**src/rtl/operand_fetch_stage_pkg.sv**
```systemverilog
// Shared definitions for the operand fetch stage.
// Contents: opcode constants, instruction field positions, the decoded
// field struct and the opcode classification helpers usesSr2/writesDr.
package operand_fetch_stage_pkg;

   localparam int OP_WIDTH  = 4;
   localparam int REG_W     = 4;
   localparam int IMM_W     = 16;

   // Instruction layout: [31:28] op, [27:24] dr, [23:20] sr1, [19:16] sr2, [15:0] imm
   localparam int OP_LSB    = 28;
   localparam int DR_LSB    = 24;
   localparam int SR1_LSB   = 20;
   localparam int SR2_LSB   = 16;
   localparam int IMM_LSB   = 0;

   localparam logic [OP_WIDTH-1:0] OP_LOAD   = 4'hA;
   localparam logic [OP_WIDTH-1:0] OP_STORE  = 4'hB;
   localparam logic [OP_WIDTH-1:0] OP_BRANCH = 4'hC;

   typedef struct packed {
      logic [OP_WIDTH-1:0] op;
      logic [REG_W-1:0]    dr;
      logic [REG_W-1:0]    sr1;
      logic [REG_W-1:0]    sr2;
      logic [IMM_W-1:0]    imm;
   } instr_fields_t;

   // Register-form ops (op[3]=0) read sr2; the store also reads it as its data source.
   function automatic logic usesSr2(input logic [OP_WIDTH-1:0] op);
      return (op[3] == 1'b0) || (op == OP_STORE);
   endfunction

   // Stores and branches are the only ops that do not write a register.
   function automatic logic writesDr(input logic [OP_WIDTH-1:0] op);
      return (op != OP_STORE) && (op != OP_BRANCH);
   endfunction

endpackage

```
**src/rtl/operand_fetch_stage_pending_scoreboard.sv**
```systemverilog
// Pending-write scoreboard: one bit per register marks a load in flight.
// Ports: clk, reset_n (async active-low), setEn/setAddr (load accepted),
// clrEn/clrAddr (writeback), rdAddr1/rdAddr2 -> busy1/busy2 lookups.
// A set and a clear of the same register in one cycle leaves it set.
module pending_scoreboard #(
   parameter int REG_WIDTH = 4
) (
   input  logic                 clk,
   input  logic                 reset_n,
   input  logic                 setEn,
   input  logic [REG_WIDTH-1:0] setAddr,
   input  logic                 clrEn,
   input  logic [REG_WIDTH-1:0] clrAddr,
   input  logic [REG_WIDTH-1:0] rdAddr1,
   input  logic [REG_WIDTH-1:0] rdAddr2,
   output logic                 busy1,
   output logic                 busy2
);

   localparam int REG_SIZE = 1 << REG_WIDTH;

   logic [REG_SIZE-1:0] pending_r;

   // Per-register set/clear update, set has priority.
   always_ff @(posedge clk or negedge reset_n) begin
      if (!reset_n) begin
         pending_r <= '0;
      end else begin
         for (int i = 0; i < REG_SIZE; i++) begin
            if (setEn && (setAddr == REG_WIDTH'(i))) begin
               pending_r[i] <= 1'b1;
            end else if (clrEn && (clrAddr == REG_WIDTH'(i))) begin
               pending_r[i] <= 1'b0;
            end else begin
               pending_r[i] <= pending_r[i];
            end
         end
      end
   end

   assign busy1 = pending_r[rdAddr1];
   assign busy2 = pending_r[rdAddr2];

endmodule

```
**src/rtl/operand_fetch_stage.sv**
```systemverilog
// Operand fetch stage: decodes the instruction, drives register file read
// addresses, captures operands into a one-entry valid/ready register and
// stalls consumers of loads still in flight.
// Ports: clk/reset_n; fetch side inValid/inReady/inInstr/inPc; flush;
// register file sr1/sr2 -> sr1Out/sr2Out; writeback wrtEn/dr/dIn;
// execute side outValid/outReady and the held out* fields.
// Build option: define BYPASS_EN for writeback-to-operand bypass; without
// it a source matching the current writeback stalls one cycle instead.
module operand_fetch_stage
   import operand_fetch_stage_pkg::*;
#(
   parameter int BIT_WIDTH = 32,
   parameter int REG_WIDTH = 4,
   parameter int IMM_WIDTH = 16
) (
   input  logic                 clk,
   input  logic                 reset_n,
   input  logic                 inValid,
   output logic                 inReady,
   input  logic [BIT_WIDTH-1:0] inInstr,
   input  logic [BIT_WIDTH-1:0] inPc,
   input  logic                 flush,
   output logic [REG_WIDTH-1:0] sr1,
   output logic [REG_WIDTH-1:0] sr2,
   input  logic [BIT_WIDTH-1:0] sr1Out,
   input  logic [BIT_WIDTH-1:0] sr2Out,
   input  logic                 wrtEn,
   input  logic [REG_WIDTH-1:0] dr,
   input  logic [BIT_WIDTH-1:0] dIn,
   output logic                 outValid,
   input  logic                 outReady,
   output logic [3:0]           outOp,
   output logic [REG_WIDTH-1:0] outDr,
   output logic [BIT_WIDTH-1:0] outA,
   output logic [BIT_WIDTH-1:0] outB,
   output logic [BIT_WIDTH-1:0] outImm,
   output logic [BIT_WIDTH-1:0] outPc,
   output logic                 outWrtEn,
   output logic                 outIsLoad
);

   logic [3:0]           op_s;
   logic [REG_WIDTH-1:0] dr_field_s;
   logic [IMM_WIDTH-1:0] imm_s;
   logic [BIT_WIDTH-1:0] imm_ext_s;
   logic                 use_sr2_s;
   logic                 busy1_s;
   logic                 busy2_s;
   logic                 wb_hit1_s;
   logic                 wb_hit2_s;
   logic                 hazard_s;
   logic                 accept_s;
   logic [BIT_WIDTH-1:0] op_a_s;
   logic [BIT_WIDTH-1:0] op_b_s;

   logic                 valid_r;
   logic [3:0]           op_r;
   logic [REG_WIDTH-1:0] dr_r;
   logic [BIT_WIDTH-1:0] a_r;
   logic [BIT_WIDTH-1:0] b_r;
   logic [BIT_WIDTH-1:0] imm_r;
   logic [BIT_WIDTH-1:0] pc_r;
   logic                 wrt_en_r;
   logic                 is_load_r;

   assign op_s       = inInstr[OP_LSB +: 4];
   assign dr_field_s = inInstr[DR_LSB +: REG_WIDTH];
   assign sr1        = inInstr[SR1_LSB +: REG_WIDTH];
   assign sr2        = inInstr[SR2_LSB +: REG_WIDTH];
   assign imm_s      = inInstr[IMM_LSB +: IMM_WIDTH];
   assign imm_ext_s  = {{(BIT_WIDTH-IMM_WIDTH){imm_s[IMM_WIDTH-1]}}, imm_s};
   assign use_sr2_s  = usesSr2(op_s);

   // A source is "hit" when writeback targets it in this very cycle.
   assign wb_hit1_s  = wrtEn && (dr == sr1);
   assign wb_hit2_s  = wrtEn && (dr == sr2) && use_sr2_s;

   pending_scoreboard #(.REG_WIDTH(REG_WIDTH)) u_scoreboard (
      .clk     (clk),
      .reset_n (reset_n),
      .setEn   (accept_s && (op_s == OP_LOAD)),
      .setAddr (dr_field_s),
      .clrEn   (wrtEn),
      .clrAddr (dr),
      .rdAddr1 (sr1),
      .rdAddr2 (sr2),
      .busy1   (busy1_s),
      .busy2   (busy2_s)
   );

`ifdef BYPASS_EN
   // A pending source released by this cycle's writeback is forwarded, not stalled.
   assign hazard_s = inValid && ((busy1_s && !wb_hit1_s) ||
                                 (use_sr2_s && busy2_s && !wb_hit2_s));
   assign op_a_s   = wb_hit1_s ? dIn : sr1Out;
   assign op_b_s   = use_sr2_s ? (wb_hit2_s ? dIn : sr2Out) : imm_ext_s;
`else
   // Without forwarding, wait until the register file write has landed.
   logic unused_din_s;
   assign unused_din_s = ^dIn;
   assign hazard_s = inValid && (busy1_s || wb_hit1_s ||
                                 (use_sr2_s && (busy2_s || wb_hit2_s)));
   assign op_a_s   = sr1Out;
   assign op_b_s   = use_sr2_s ? sr2Out : imm_ext_s;
`endif

   assign inReady  = (!valid_r || outReady) && !hazard_s && !flush;
   assign accept_s = inValid && inReady;

   // Pipeline register: load on accept, drop on flush or drain, else hold.
   always_ff @(posedge clk or negedge reset_n) begin
      if (!reset_n) begin
         valid_r   <= 1'b0;
         op_r      <= 4'h0;
         dr_r      <= '0;
         a_r       <= '0;
         b_r       <= '0;
         imm_r     <= '0;
         pc_r      <= '0;
         wrt_en_r  <= 1'b0;
         is_load_r <= 1'b0;
      end else if (accept_s) begin
         valid_r   <= 1'b1;
         op_r      <= op_s;
         dr_r      <= dr_field_s;
         a_r       <= op_a_s;
         b_r       <= op_b_s;
         imm_r     <= imm_ext_s;
         pc_r      <= inPc;
         wrt_en_r  <= writesDr(op_s);
         is_load_r <= (op_s == OP_LOAD);
      end else if (flush || (valid_r && outReady)) begin
         valid_r   <= 1'b0;
      end else begin
         valid_r   <= valid_r;
      end
   end

   assign outValid  = valid_r;
   assign outOp     = op_r;
   assign outDr     = dr_r;
   assign outA      = a_r;
   assign outB      = b_r;
   assign outImm    = imm_r;
   assign outPc     = pc_r;
   assign outWrtEn  = wrt_en_r;
   assign outIsLoad = is_load_r;

endmodule

```
**config.mk**
```make
export PLATFORM = sky130hd
export DESIGN_NAME = operand_fetch_stage
export DESIGN_NICKNAME = d
export VERILOG_FILES = /design/src/rtl/operand_fetch_stage_pkg.sv /design/src/rtl/operand_fetch_stage_pending_scoreboard.sv /design/src/rtl/operand_fetch_stage.sv
export SDC_FILE = /design/constraint.sdc
export NUM_CORES = 1
export LEC_CHECK = 0
export BUFFER_PORTS_ARGS = -buffer_cell sky130_fd_sc_hd__buf_2
export CAP_MARGIN = 20
export CORE_AREA = 2 2 125 127
export DETAILED_ROUTE_END_ITERATION = 10
export DIE_AREA = 0 0 127 129
export HOLD_SLACK_MARGIN = 0.12
export PLACE_DENSITY = 0.72
export SLEW_MARGIN = 40
export SYNTH_ARGS = -nofsm -noshare
export SYNTH_HDL_FRONTEND = slang
export SYNTH_HIERARCHICAL = 1
export SYNTH_SLANG_ARGS = --single-unit
```
**constraint.sdc**
```tcl
create_clock -name clk -period 3.2 [get_ports clk]
set_input_delay 0.16 -clock clk [delete_from_list [all_inputs] [get_ports clk]]
set_output_delay 0.16 -clock clk [all_outputs]
set_load 0.02 [all_outputs]
```
[Word level (Yosys, flattened, before mapping)]
Cells that the tools add are included.
Storage, ports and cells
  flip-flop bits (word level): 139
  input bits: 170
  output and inout bits: 148
  logic and storage cells: 174
Cells by class
  $lt $le $gt $ge: 2
  equal/unequal tests: 36
  muxes and demuxes: 39
  bitwise operators: 1
  reduce and logical (&&, ||, !) cells: 71
Operator list (count)
  equality test 4 bit, second input constant: 18
  logical AND 1 bit: 43
  2-to-1 mux 1 bit: 36
  nonzero test 2 bit: 17
  equality test 4 x 3 -> 1 bit, second input constant: 8
  2-to-1 mux 32 bit: 1
  equality test 4 x 2 -> 1 bit, second input constant: 4
  less-than comparator 4 x 5 -> 1 bit, second input constant: 2
  binary-select mux 1 bit (select 4 bit): 2
  equality test 4 x 1 -> 1 bit, second input constant: 2
  equality test 4 bit: 2
  zero test 4 bit: 2
  inequality test 4 bit, second input constant: 2
  logical OR 1 bit: 6
  zero test 1 bit: 3
  inverter 1 bit: 1

[Depth between registers and ports, before layout]
Gate-level depths: netlist (run 1).
  word-level depth: 14
  depth in mapped cells: 9
  gate-level depth less buffers: 9

[By module]
Netlist (run 1), hierarchy kept.
By module, submodules not included
  operand_fetch_stage: times used 1, cells an instance 366, area each 5311.3 um^2, seq. area each 3078.0 um^2
  pending_scoreboard: times used 1, cells an instance 78, area each 933.4 um^2, seq. area each 400.4 um^2

[Least setup slack after synthesis (run 1)]
No wires, ideal clock.
  path kind: flip-flop to flip-flop
  start: reg u_scoreboard.pending_r[13]
  end: reg u_scoreboard.pending_r[0]
  setup time: 0.083 ns
  data arrival time: 2.271 ns
  required time: 3.117 ns
  setup slack: 0.846 ns
  stages on the path, launching flop included: 10
  path buffers: 0
  cell sequence: dfrtp_1 > mux4_1 > mux2i_1 > mux2i_1 > a21boi_0 > a41oi_2 > nand2_1 > nor2_1 > or3b_2 > o21ai_0
On the way
  word-level cells in the longest chain between the ends: 13
  elaborated cells between the ends (all ways): 17
  those cells by class: mux (5); reduce/logical (12)
Ends and longest elaborated chain
  from (decl): line operand_fetch_stage_pending_scoreboard.sv:22  | logic [REG_SIZE-1:0] pending_r;
  from (signal, indexed assignment): line operand_fetch_stage_pending_scoreboard.sv:35  | pending_r[i] <= pending_r[i];
  binary-select mux 1 bit (select 4 bit) (*): line operand_fetch_stage_pending_scoreboard.sv:42  | assign busy2 = pending_r[rdAddr2];
  2-to-1 mux 1 bit (implied by the code) (*): line operand_fetch_stage_pending_scoreboard.sv:42
  via busy2_s: line operand_fetch_stage.sv:48  | logic busy2_s;
  logical OR 1 bit (*): line operand_fetch_stage.sv:102  | (use_sr2_s && (busy2_s || wb_hit2_s)));
  logical AND 1 bit (*): line operand_fetch_stage.sv:102
  logical OR 1 bit (*): line operand_fetch_stage.sv:101  | assign hazard_s = inValid && (busy1_s || wb_hit1_s ||
  logical AND 1 bit (*): line operand_fetch_stage.sv:101
  zero test 1 bit (*): line operand_fetch_stage.sv:107  | assign inReady = (!valid_r || outReady) && !hazard_s && !flush;
  logical AND 1 bit (*) (2 in series): line operand_fetch_stage.sv:107
  logical AND 1 bit (*): line operand_fetch_stage.sv:108  | assign accept_s = inValid && inReady;
  logical AND 1 bit (*): line operand_fetch_stage.sv:81  | .setEn (accept_s && (op_s == OP_LOAD)),
  logical AND 1 bit (*): line operand_fetch_stage_pending_scoreboard.sv:30  | if (setEn && (setAddr == REG_WIDTH'(i))) begin
  2-to-1 mux 1 bit or nonzero test 2 bit (tied branches)
The timed path passes the listed nets; every way through them passes the cells marked *. The select of a mux whose other input is x is not followed.
A chain may end at the register's enable or synchronous reset.

[Worst setup path after layout (run 1)]
  start: reg u_scoreboard.pending_r[13]
  end: reg pc_r[13] (netlist: outPc[13])
On the way
  word-level cells in the longest chain between the ends: 10
  elaborated cells between the ends (all ways): 13
  those cells by class: mux (4); reduce/logical (9)
Ends and longest elaborated chain
  binary-select mux 1 bit (select 4 bit): line operand_fetch_stage_pending_scoreboard.sv:42
  2-to-1 mux 1 bit (implied by the code): line operand_fetch_stage_pending_scoreboard.sv:42
  via busy2_s: line operand_fetch_stage.sv:48
  logical OR 1 bit: line operand_fetch_stage.sv:102
  logical AND 1 bit: line operand_fetch_stage.sv:102
  logical OR 1 bit: line operand_fetch_stage.sv:101
  logical AND 1 bit: line operand_fetch_stage.sv:101
  zero test 1 bit: line operand_fetch_stage.sv:107
  logical AND 1 bit (2 in series): line operand_fetch_stage.sv:107
  logical AND 1 bit: line operand_fetch_stage.sv:108
  to (signal assigned): line operand_fetch_stage.sv:129  | pc_r <= inPc;
  to (decl): line operand_fetch_stage.sv:62  | logic [BIT_WIDTH-1:0] pc_r;
The timed path passes the listed nets, and every way through them passes these cells. The select of a mux whose other input is x is not followed.

==> results of run 1 <==
## power breakdown
part | internal, mW | switching [mW] | total (mW)
registers | 2.08 | 0.174 | 2.26
logic | 0.688 | 0.936 | 1.62
clock network | 1.18 | 0.793 | 1.98
total | 3.95 | 1.90 | 5.86
## cells in the final DEF (no fill, tap or decap), types with 3 or more instances in the layout
cell | Yosys | final
buf_2 | 4 | 284
dfrtp_1 | 139 | 139
dlygate4sd3_1 | 0 | 123
mux2_2 | 57 | 57
mux2_1 | 52 | 52
o21ai_0 | 33 | 33
mux2i_1 | 23 | 23
a21oi_1 | 19 | 19
inv_1 | 17 | 17
clkbuf_16 | 0 | 17
mux2_4 | 10 | 10
nand2b_1 | 8 | 8
mux4_1 | 8 | 8
nand3b_1 | 7 | 7
xor2_1 | 6 | 6
buf_4 | 25 | 5
nand2_1 | 4 | 4
clkinvlp_4 | 0 | 4
inv_6 | 0 | 4
nand3_1 | 3 | 3
## final cells by class
cell class / count / share of cell area, %
multi-input combinational: 246 / 25.1
clock buffer: 18 / 4.62
timing repair buffer: 415 / 28.9
inverter: 17 / 0.671
clock inverter: 14 / 1.67
sequential: 139 / 36.6
tap: 188 / 2.47
antenna: 1 / 0.0263
## sequential cells by signal, summed over array words and instances, names as in the netlist
name                    count
outWrtEn                    1
outOp                       4
outIsLoad                   1
outB                       32
outDr                       4
outImm                     16
outValid                    1
outA                       32
u_scoreboard/pending_r     16
outPc                      32
## metal layers
layer / up-vias / wire, um / track usage [%]
met5: - / 0 / 0
met4: 0 / 488 / 9.70
met3: 43 / 1020 / 6.40
met2: 211 / 9550 / 40.3
met1: 2497 / 6530 / 23.4
li1: 2341 / - / -
## worst paths after layout
check	from	end	slack, ns
worst max-delay path	u_scoreboard/pending_r[13]$_DFFE_PN0P_	outPc[13]$_DFFE_PN0P_	0.51
worst min register to register	outB[9]$_DFFE_PN0P_	outB[9]$_DFFE_PN0P_	0.49
min in group clk	dr[0]	u_scoreboard/pending_r[1]$_DFFE_PN0P_	0.22
max in group asynchronous	reset_n	outA[11]$_DFFE_PN0P_	2.10
worst max register to register	u_scoreboard/pending_r[13]$_DFFE_PN0P_	outPc[13]$_DFFE_PN0P_	0.51
worst min-delay path	reset_n	outPc[10]$_DFFE_PN0P_	0.22
## metrics by stage
| step | cell area, um2 | instances | util (%) | power (mW) |
|---|---|---|---|---|
| after floorplan | 6240 | 444 | - | 3.21 |
| after global placement | 7640 | 881 | 51.0 | 3.72 |
| after detailed placement | 7650 | 881 | 51.1 | 3.78 |
| after CTS | 9480 | 1036 | 63.3 | 5.89 |
| after global routing | 9510 | 1038 | 63.5 | 6.14 |
| final | 9510 | 1038 | 63.5 | 5.86 |
## worst max-delay path: cells and delay by family (launching register included)
| family | cells | cell delay, ns |
|---|---|---|
| DFF | 1 | 0.39 |
| and+or+nand+nor | 1 | 0.20 |
| buffers and inverters | 1 | 0.37 |
| AOI/OAI and AO/OA | 2 | 0.36 |
| muxes | 4 | 1.21 |
## kinds of logic after synthesis
kind of cell              Yosys count
and+or+nand+nor                    32
buffers and inverters              59
AOI/OAI and AO/OA                  56
muxes                             150
DFF                               139
xor gates and xnor gates            8
==> results.sh, run 1 <==
export IMPL_least_margin_pin_slew_ns=0.765
export IMPL_criticalPathCategory="reg2reg"
export IMPL_min_path_type="in2async"
export IMPL_timing_critical_path_cells="mux4_1, mux2i_1, mux2i_1, a21boi_0, a41oi_2, nand3b_1, buf_4, mux2_1"
export IMPL_synthDistinctLibCells=31
export IMPL_cts_sink_count=139
export IMPL_die_area_mm2=0.0164
export IMPL_setup_viol=0
export IMPL_yosysSeqAreaShare_pct=55.7
export IMPL_wirelength_mm=17.6
export IMPL_max_cap_violations=0
export IMPL_synth_most_common_cell="dfrtp_1"
export IMPL_cell_accounting_for_the_most_synthesized_area="dfrtp_1"
export IMPL_area_contributors_post_synth="dfrtp_1, mux2_2, mux2_1, mux2i_1, mux4_1"
export IMPL_timing_critical_path_required_ns=3.50
export IMPL_static_leakage_power_nw=4.72
export IMPL_post_cts_buffers=0
export IMPL_grt_ovfl_total=0
export IMPL_post_synth_most_frequent_cells="dfrtp_1, mux2_2, mux2_1, o21ai_0, buf_4"
export IMPL_gr_usage_all_layers_pct=21.9
export IMPL_io_pins=318
export IMPL_layout_drive_gt1_share_pct=46.9
export IMPL_core_region_area_mm2=0.0150
export IMPL_place_congestion=0.811
export IMPL_powerDensity_mw_per_mm2=616
export IMPL_grt_start_max_net_pins=118
export IMPL_cp_common_cell="mux2i_1"
export IMPL_initial_core_util_pct=41.7
export IMPL_dpl_worst_slack_ns=0.521
export IMPL_htree_levels=4
export IMPL_result_of_the_run="finished clean"
export IMPL_period_share_pct=84.0
export IMPL_slowest_stage_cell_cp="mux4_1"
export IMPL_clock_path_buffers=2
export IMPL_synth_simple_gate_area_share_pct=3.19
export IMPL_timing_final_max_slew_violations=0
export IMPL_ys_warn_count=6
export IMPL_syn_mean_instance_area_um2=14.1
export IMPL_yosys_area_top_type_share_pct=55.7
export IMPL_cp_start_kind="register"
export IMPL_hold_viol=0
export IMPL_clk_latency_ns=0.42
export IMPL_synth_edff_count=0
export IMPL_cts_hold_fix_buffers=123
export IMPL_vdd_drop_max_v=0.000325
export IMPL_critical_path_max_fanout=48
export IMPL_fraction_of_synthesized_cell_area_in_xor_and_xnor_cells_pct=1.12
export IMPL_synth_area_mux_share_pct=29.1
export IMPL_antenna_left=0
export IMPL_final_period_minus_worst_setup_slack_ns=2.69
export IMPL_worstSetupEndpointType="register"
export IMPL_compound_cell_area_share_of_the_yosys_netlist_pct=4.79
export IMPL_regArea_mm2=0.00348
export IMPL_dominantRegCellSynth="dfrtp_1"
export IMPL_cts_root_buffer_cell="clkbuf_16"
export IMPL_wl_per_cell_um=16.9
export IMPL_relSlewSlack_pct=49.0
export IMPL_design_final_nets=1006
export IMPL_grt_first_pass_wirelength_mm=27.7
export IMPL_first_pass_iters=4
export IMPL_timing_fmax_mhz=372
export IMPL_largest_family_of_logic_cells_by_synthesized_area="multiplexers"
export IMPL_finalSetupTns_ns=0
export IMPL_buffer_ports_inserted=285
export IMPL_cts_inserted_buffers=17
export IMPL_ys_seq_elements=139
export IMPL_worst_slack_ns=0.511
export IMPL_final_fill_count=1102
export IMPL_r2r_worst_path_cells=8
export IMPL_cts_resized_gates=0
export IMPL_hold_ws_ns=0.220
export IMPL_syn_num_nets=614
export IMPL_timing_clock_skew_ns=0.0115
export IMPL_floorplan_rows=45
export IMPL_first_iter_violations=182
export IMPL_vias_per_cell=4.91
export IMPL_cpPeakStageDelay_ns=0.50
export IMPL_cts_clk_slew_worst_paths_ns=0.06
export IMPL_tritoncts="done"
export IMPL_rsz0062_at_grt="no"
export IMPL_num_vias=5092
export IMPL_remaining_drc_errors=0
export IMPL_synthCells=444
export IMPL_detailed_place_hpwl_mm=11.3
export IMPL_synth_adder_area_share_pct=0
export IMPL_die_h_um=129
export IMPL_synth_async_sr_flop_share_pct=100
export IMPL_syn2layout_area_growth_pct=52.3
export IMPL_multiInputGateArea_mm2=0.00239
export IMPL_antenna_violations_before_repair=1
export IMPL_syn_cell_area_mm2=0.00624
export IMPL_arrival_ns=2.98
export IMPL_dieWidth_um=127
export IMPL_first_global_vias=5616
Power figures use the tool's default switching activity.
==> inputs of run 2 (changes only) <==
Clock period 3.2 ns to 2.6 ns, I/O delays scaled along.
==> run 2 against run 1 <==
- non-clock buffer count grew 3
- clock skew grew 0.0016 ns
- critical path depth grew 1
- register-to-register slack worse by 0.48 ns
- sequential power increased by 23%
- clock-buffer cell count unchanged
- largest cell class unchanged
- highest routed layer unchanged
==> results.sh, run 2 (same netlist as run 1, synthesis figures left out) <==
export IMPL_result_of_the_run="finished clean"
export IMPL_design_final_nets=1009
export IMPL_setup_viol=0
export IMPL_finalSetupTns_ns=0
export IMPL_clock_path_buffers=2
export IMPL_layout_commonest_cell="buf_2"
export IMPL_cts_root_buffer_cell="clkbuf_16"
export IMPL_reg2reg_setup_slack_ns=0.03
export IMPL_relSlewSlack_pct=50.6
export IMPL_die_area_mm2=0.0164
export IMPL_cts_sink_count=139
export IMPL_arrival_ns=2.46
export IMPL_detailed_place_hpwl_mm=11.4
export IMPL_place_congestion=0.824
export IMPL_grt_first_pass_wirelength_mm=28.6
export IMPL_first_global_vias=5685
export IMPL_cpPeakStageDelay_ns=0.48
export IMPL_criticalPathCategory="reg2out"
export IMPL_antenna_left=0
export IMPL_core_region_area_mm2=0.0150
export IMPL_least_margin_pin_slew_ns=0.741
export IMPL_buffer_ports_inserted=285
export IMPL_floorplan_rows=45
export IMPL_powerDensity_mw_per_mm2=748
export IMPL_gr_usage_all_layers_pct=22.4
export IMPL_die_h_um=129
export IMPL_slowest_stage_cell_cp="mux4_2"
export IMPL_wl_per_cell_um=17.4
export IMPL_min_path_type="in2reg"
export IMPL_final_period_minus_worst_setup_slack_ns=2.59
export IMPL_initial_core_util_pct=41.7
export IMPL_timing_final_max_slew_violations=0
export IMPL_io_pins=318
export IMPL_layout_cells_most_common_list="buf_2, dfrtp_1, dlygate4sd3_1"
export IMPL_hold_viol=0
export IMPL_num_vias=5163
export IMPL_grt_ovfl_total=0
export IMPL_vias_per_cell=4.96
export IMPL_fin_cells=1041
export IMPL_period_share_pct=99.8
export IMPL_first_pass_iters=4
export IMPL_dieWidth_um=127
export IMPL_grt_start_max_net_pins=66
export IMPL_cts_clk_slew_worst_paths_ns=0.06
export IMPL_wirelength_mm=18.1
export IMPL_timing_critical_path_cells="mux4_2, mux2i_1, mux2i_1, a21boi_2, a41oi_2, nand2_2, buf_6, a21oi_4, buf_6"
export IMPL_timing_critical_path_required_ns=2.47
export IMPL_critical_path_max_fanout=3
export IMPL_antenna_violations_before_repair=1
export IMPL_static_leakage_power_nw=4.74
export IMPL_clk_latency_ns=0.41
export IMPL_rsz0062_at_grt="yes"
export IMPL_remaining_drc_errors=0
export IMPL_first_iter_violations=365
export IMPL_cts_inserted_buffers=17
export IMPL_post_place_cells=882
export IMPL_max_cap_violations=0
export IMPL_timing_fmax_mhz=385
export IMPL_cp_start_kind="register"
export IMPL_htree_levels=4
export IMPL_worstSetupEndpointType="primary output"
export IMPL_vdd_drop_max_v=0.000426
export IMPL_syn2layout_area_growth_pct=53.1
export IMPL_timing_clock_skew_ns=0.0131
export IMPL_layout_drive_gt1_share_pct=48.2
export IMPL_tritoncts="done"
[run 2: cell type report]
class	count	area [um2]
fill	1107	5420
sequential	139	3480
timing repair buffer	418	2810
multi-input combinational	246	2400
clock buffer	18	439
tap	188	235
clock inverter	14	135
inverter	17	63.8
antenna	1	2.50
[run 2: critical path, delay by kind of cell (launching register included)]
kind / cells / cell delay (ns)
multiplexers: 3 / 0.76
AO/OA/AOI/OAI: 3 / 0.50
flip-flops: 1 / 0.40
buffers and inverters: 2 / 0.28
AND/OR/NAND/NOR: 1 / 0.12
[run 2: worst paths after layout]
path                                                         end                                   from  cells after the start
min in group asynchronous                    outA[3]$_DFFE_PN0P_                                reset_n                      2
max reg2reg                u_scoreboard/pending_r[1]$_DFFE_PN0P_  u_scoreboard/pending_r[3]$_DFFE_PN0P_                      9
min reg2reg                                  outA[3]$_DFFE_PN0P_                    outA[3]$_DFFE_PN0P_                      1
max                                                      inReady  u_scoreboard/pending_r[3]$_DFFE_PN0P_                      9
max in group asynchronous                    outB[2]$_DFFE_PN0P_                                reset_n                      3
min                        u_scoreboard/pending_r[9]$_DFFE_PN0P_                                  dr[3]                      4
[run 2: repair_timing]
item / in CTS / in global routing
resized for setup: 6 / 16
cloned: 1 / 0
buffers inserted: 2 / 0
hold buffers: 123 / 0
setup endpoints to repair: 3 / 72
endpoints found under the hold margin: 246 / 0
pin swaps: 0 / 1
[run 2: stage by stage]
stage                     hold slack (ns)  area (um2)  util, %  setup WS [ns]  power, mW
final                               0.195        9560     63.8        0.00583       7.15
after global routing                0.232        9560     63.8        -0.0932       7.48
after CTS                           0.152        9530     63.6        0.00190       7.18
after detailed placement           0.0992        7670     51.2         0.0262       4.65
after global placement             0.0916        7670     51.2         0.0596       4.59
after floorplan                    -0.166        6240        -          0.246       3.95
[run 2: report_power, final]
group / internal (mW) / switching, mW
clock: 1.36 / 0.981
sequential: 2.56 / 0.224
combinational: 0.866 / 1.15
total: 4.79 / 2.36
[run 2: routing by layer]
layer  track usage (%)  share of wire [%]  vias to the layer above
met2              41.0                 55                      269
met1              24.6                 36                     2496
li1                  -                  -                     2348
met4              9.11                2.8                        0
met3              6.20                6.4                       50
met5                 0                  0                        -
==> inputs of run 3 (changes only) <==
Settings changed: CELL_PAD_IN_SITES_DETAIL_PLACEMENT from default to 0, CELL_PAD_IN_SITES_GLOBAL_PLACEMENT from default to 2, CORE_AREA 2 2 125 127 to default, CORE_MARGIN from default to 1, CORE_UTILIZATION from default to 28, DIE_AREA 0 0 127 129 to default, PLACE_DENSITY 0.72 to 0.77.
==> run 3 against run 2 <==
- wire length up 1.5%
- final cell count up 10%
- die area up 40%
- clock-buffer cell count up 2
- via count up 0.91%
- critical path depth unchanged
- critical endpoint unchanged
==> results.sh, run 3 (same netlist as run 1, synthesis figures left out) <==
export IMPL_wl_per_cell_um=16.0
export IMPL_clk_latency_ns=0.41
export IMPL_die_h_um=151
export IMPL_final_period_minus_worst_setup_slack_ns=2.58
export IMPL_antenna_left=0
export IMPL_cts_sink_count=139
export IMPL_criticalPathCategory="reg2out"
export IMPL_min_path_type="in2reg"
export IMPL_num_vias=5210
export IMPL_antenna_violations_before_repair=0
export IMPL_vdd_drop_max_v=0.000406
export IMPL_fin_cells=1148
export IMPL_least_margin_pin_slew_ns=0.665
export IMPL_floorplan_rows=54
export IMPL_timing_final_max_slew_violations=0
export IMPL_first_pass_iters=5
export IMPL_dieWidth_um=151
export IMPL_layout_drive_gt1_share_pct=51.7
export IMPL_period_share_pct=99.1
export IMPL_grt_ovfl_total=0
export IMPL_setup_viol=0
export IMPL_finish_instance_area_mm2=0.0100
export IMPL_result_of_the_run="finished clean"
export IMPL_gr_usage_all_layers_pct=15.2
export IMPL_relSlewSlack_pct=55.7
export IMPL_clock_path_buffers=2
export IMPL_grt_start_max_net_pins=74
export IMPL_critical_path_max_fanout=3
export IMPL_remaining_drc_errors=0
export IMPL_cp_start_kind="register"
export IMPL_die_area_mm2=0.0229
export IMPL_buffer_ports_inserted=285
export IMPL_post_place_instance_area_mm2=0.00782
export IMPL_first_iter_violations=182
export IMPL_layout_commonest_cell="buf_2"
export IMPL_arrival_ns=2.45
export IMPL_design_final_nets=1025
export IMPL_grt_first_pass_wirelength_mm=26.6
export IMPL_dpl_worst_slack_ns=-0.108
export IMPL_tritoncts="done"
export IMPL_p_seq_share_pct=37.9
export IMPL_cts_inserted_buffers=17
export IMPL_max_cap_violations=0
export IMPL_post_place_cells=976
export IMPL_syn2layout_area_growth_pct=60.7
export IMPL_finalSetupTns_ns=0
export IMPL_static_leakage_power_nw=5.00
export IMPL_fraction_of_power_spent_switching_nets_pct=31.9
export IMPL_wirelength_mm=18.4
export IMPL_powerDensity_mw_per_mm2=731
export IMPL_layout_cells_most_common_list="buf_2, dfrtp_1, dlygate4sd3_1"
export IMPL_first_global_vias=5298
export IMPL_internal_power_mw=5.00
export IMPL_io_pins=318
export IMPL_htree_levels=4
export IMPL_worstSetupEndpointType="primary output"
export IMPL_detailed_place_hpwl_mm=11.6
export IMPL_cts_root_buffer_cell="clkbuf_16"
export IMPL_power_net_switching_mw=2.34
export IMPL_timing_critical_path_required_ns=2.47
export IMPL_cts_clk_slew_worst_paths_ns=0.06
export IMPL_rsz0062_at_grt="yes"
export IMPL_hold_viol=0
export IMPL_reg2reg_setup_slack_ns=0.03
export IMPL_core_region_area_mm2=0.0218
export IMPL_share_comb_of_total_power_pct=29.0
export IMPL_timing_fmax_mhz=388
export IMPL_timing_clock_skew_ns=0.0111
export IMPL_vias_per_cell=4.54
export IMPL_initial_core_util_pct=28.6
export IMPL_share_clk_of_total_power_pct=33.1
export IMPL_place_congestion=0.780
export IMPL_antenna_diode_count=0
export IMPL_worst_slack_ns=0.0229
run 3: cell types whose count changed in the layout (fill, tap and decap cells not counted), sizes merged:
cell	delta
dlygate4sd3	+1
clkbuf	+6
diode	-1
buf	+11
bufinv	+1
clkinvlp	+1
inv	-4
run 3: final cells by class:
class                           instances  area [um2]
Multi-Input combinational cell        246        2510
Clock buffer                           20         457
Tap cell                              280         350
Clock inverter                         12         139
Sequential cell                       139        3480
Fill cell                            1965       11800
Timing Repair Buffer                  434        3040
Inverter                               17        63.8
run 3: worst paths after layout:
kind	from	endpoint	cells after the start
setup / recovery	u_scoreboard/pending_r[11]$_DFFE_PN0P_	inReady	9
hold / removal	dr[3]	u_scoreboard/pending_r[11]$_DFFE_PN0P_	4
setup reg to reg	u_scoreboard/pending_r[11]$_DFFE_PN0P_	outB[7]$_DFFE_PN0P_	9
hold reg to reg	outImm[11]$_DFFE_PN0P_	outImm[11]$_DFFE_PN0P_	1
max in group asynchronous	reset_n	outA[15]$_DFFE_PN0P_	3
min in group asynchronous	reset_n	outB[22]$_DFFE_PN0P_	2
run 3: power by group through the flow:
stage / Combinational (mW) / Sequential (mW) / Clock [mW]
2_1_floorplan: 0.659 / 3.29 / 0
3_3_place_gp: 1.83 / 2.78 / 0
3_5_place_dp: 1.85 / 2.80 / 0
4_1_cts: 2.02 / 2.77 / 2.51
5_1_grt: 2.28 / 2.84 / 2.61
6_report: 2.13 / 2.78 / 2.43
run 3: critical path, stage by stage (launching register included):
cell	delay [ns]
dfrtp_1	0.40
mux4_2	0.48
mux2i_1	0.19
mux2i_1	0.10
a21boi_2	0.16
a41oi_2	0.22
nand2_2	0.10
buf_6	0.13
a21oi_2	0.10
buf_4	0.15
run 3: routing by layer:
metal	vias up	track usage (%)	routed length (um)
met2	205	27.0	9580
met1	2597	17.1	7320
li1	2376	-	-
met4	0	5.25	458
met5	-	0	0
met3	32	4.34	1000
run 3: stage by stage:
step | total power, mW | hold WS, ns | utilization, %
2_1_floorplan | 3.95 | -0.166 | -
3_3_place_gp | 4.61 | 0.0631 | 35.8
3_5_place_dp | 4.66 | 0.0751 | 35.8
4_1_cts | 7.30 | 0.152 | 44.8
5_1_grt | 7.72 | 0.205 | 46.0
6_report | 7.34 | 0.189 | 46.0
run 3: timing repair:
item	in CTS	in global routing
pin swaps	2	1
gates cloned	1	6
gates resized for setup	10	40
setup endpoints to repair	84	76
hold buffers	124	0
setup buffers	9	2
endpoints found under the hold margin	273	0
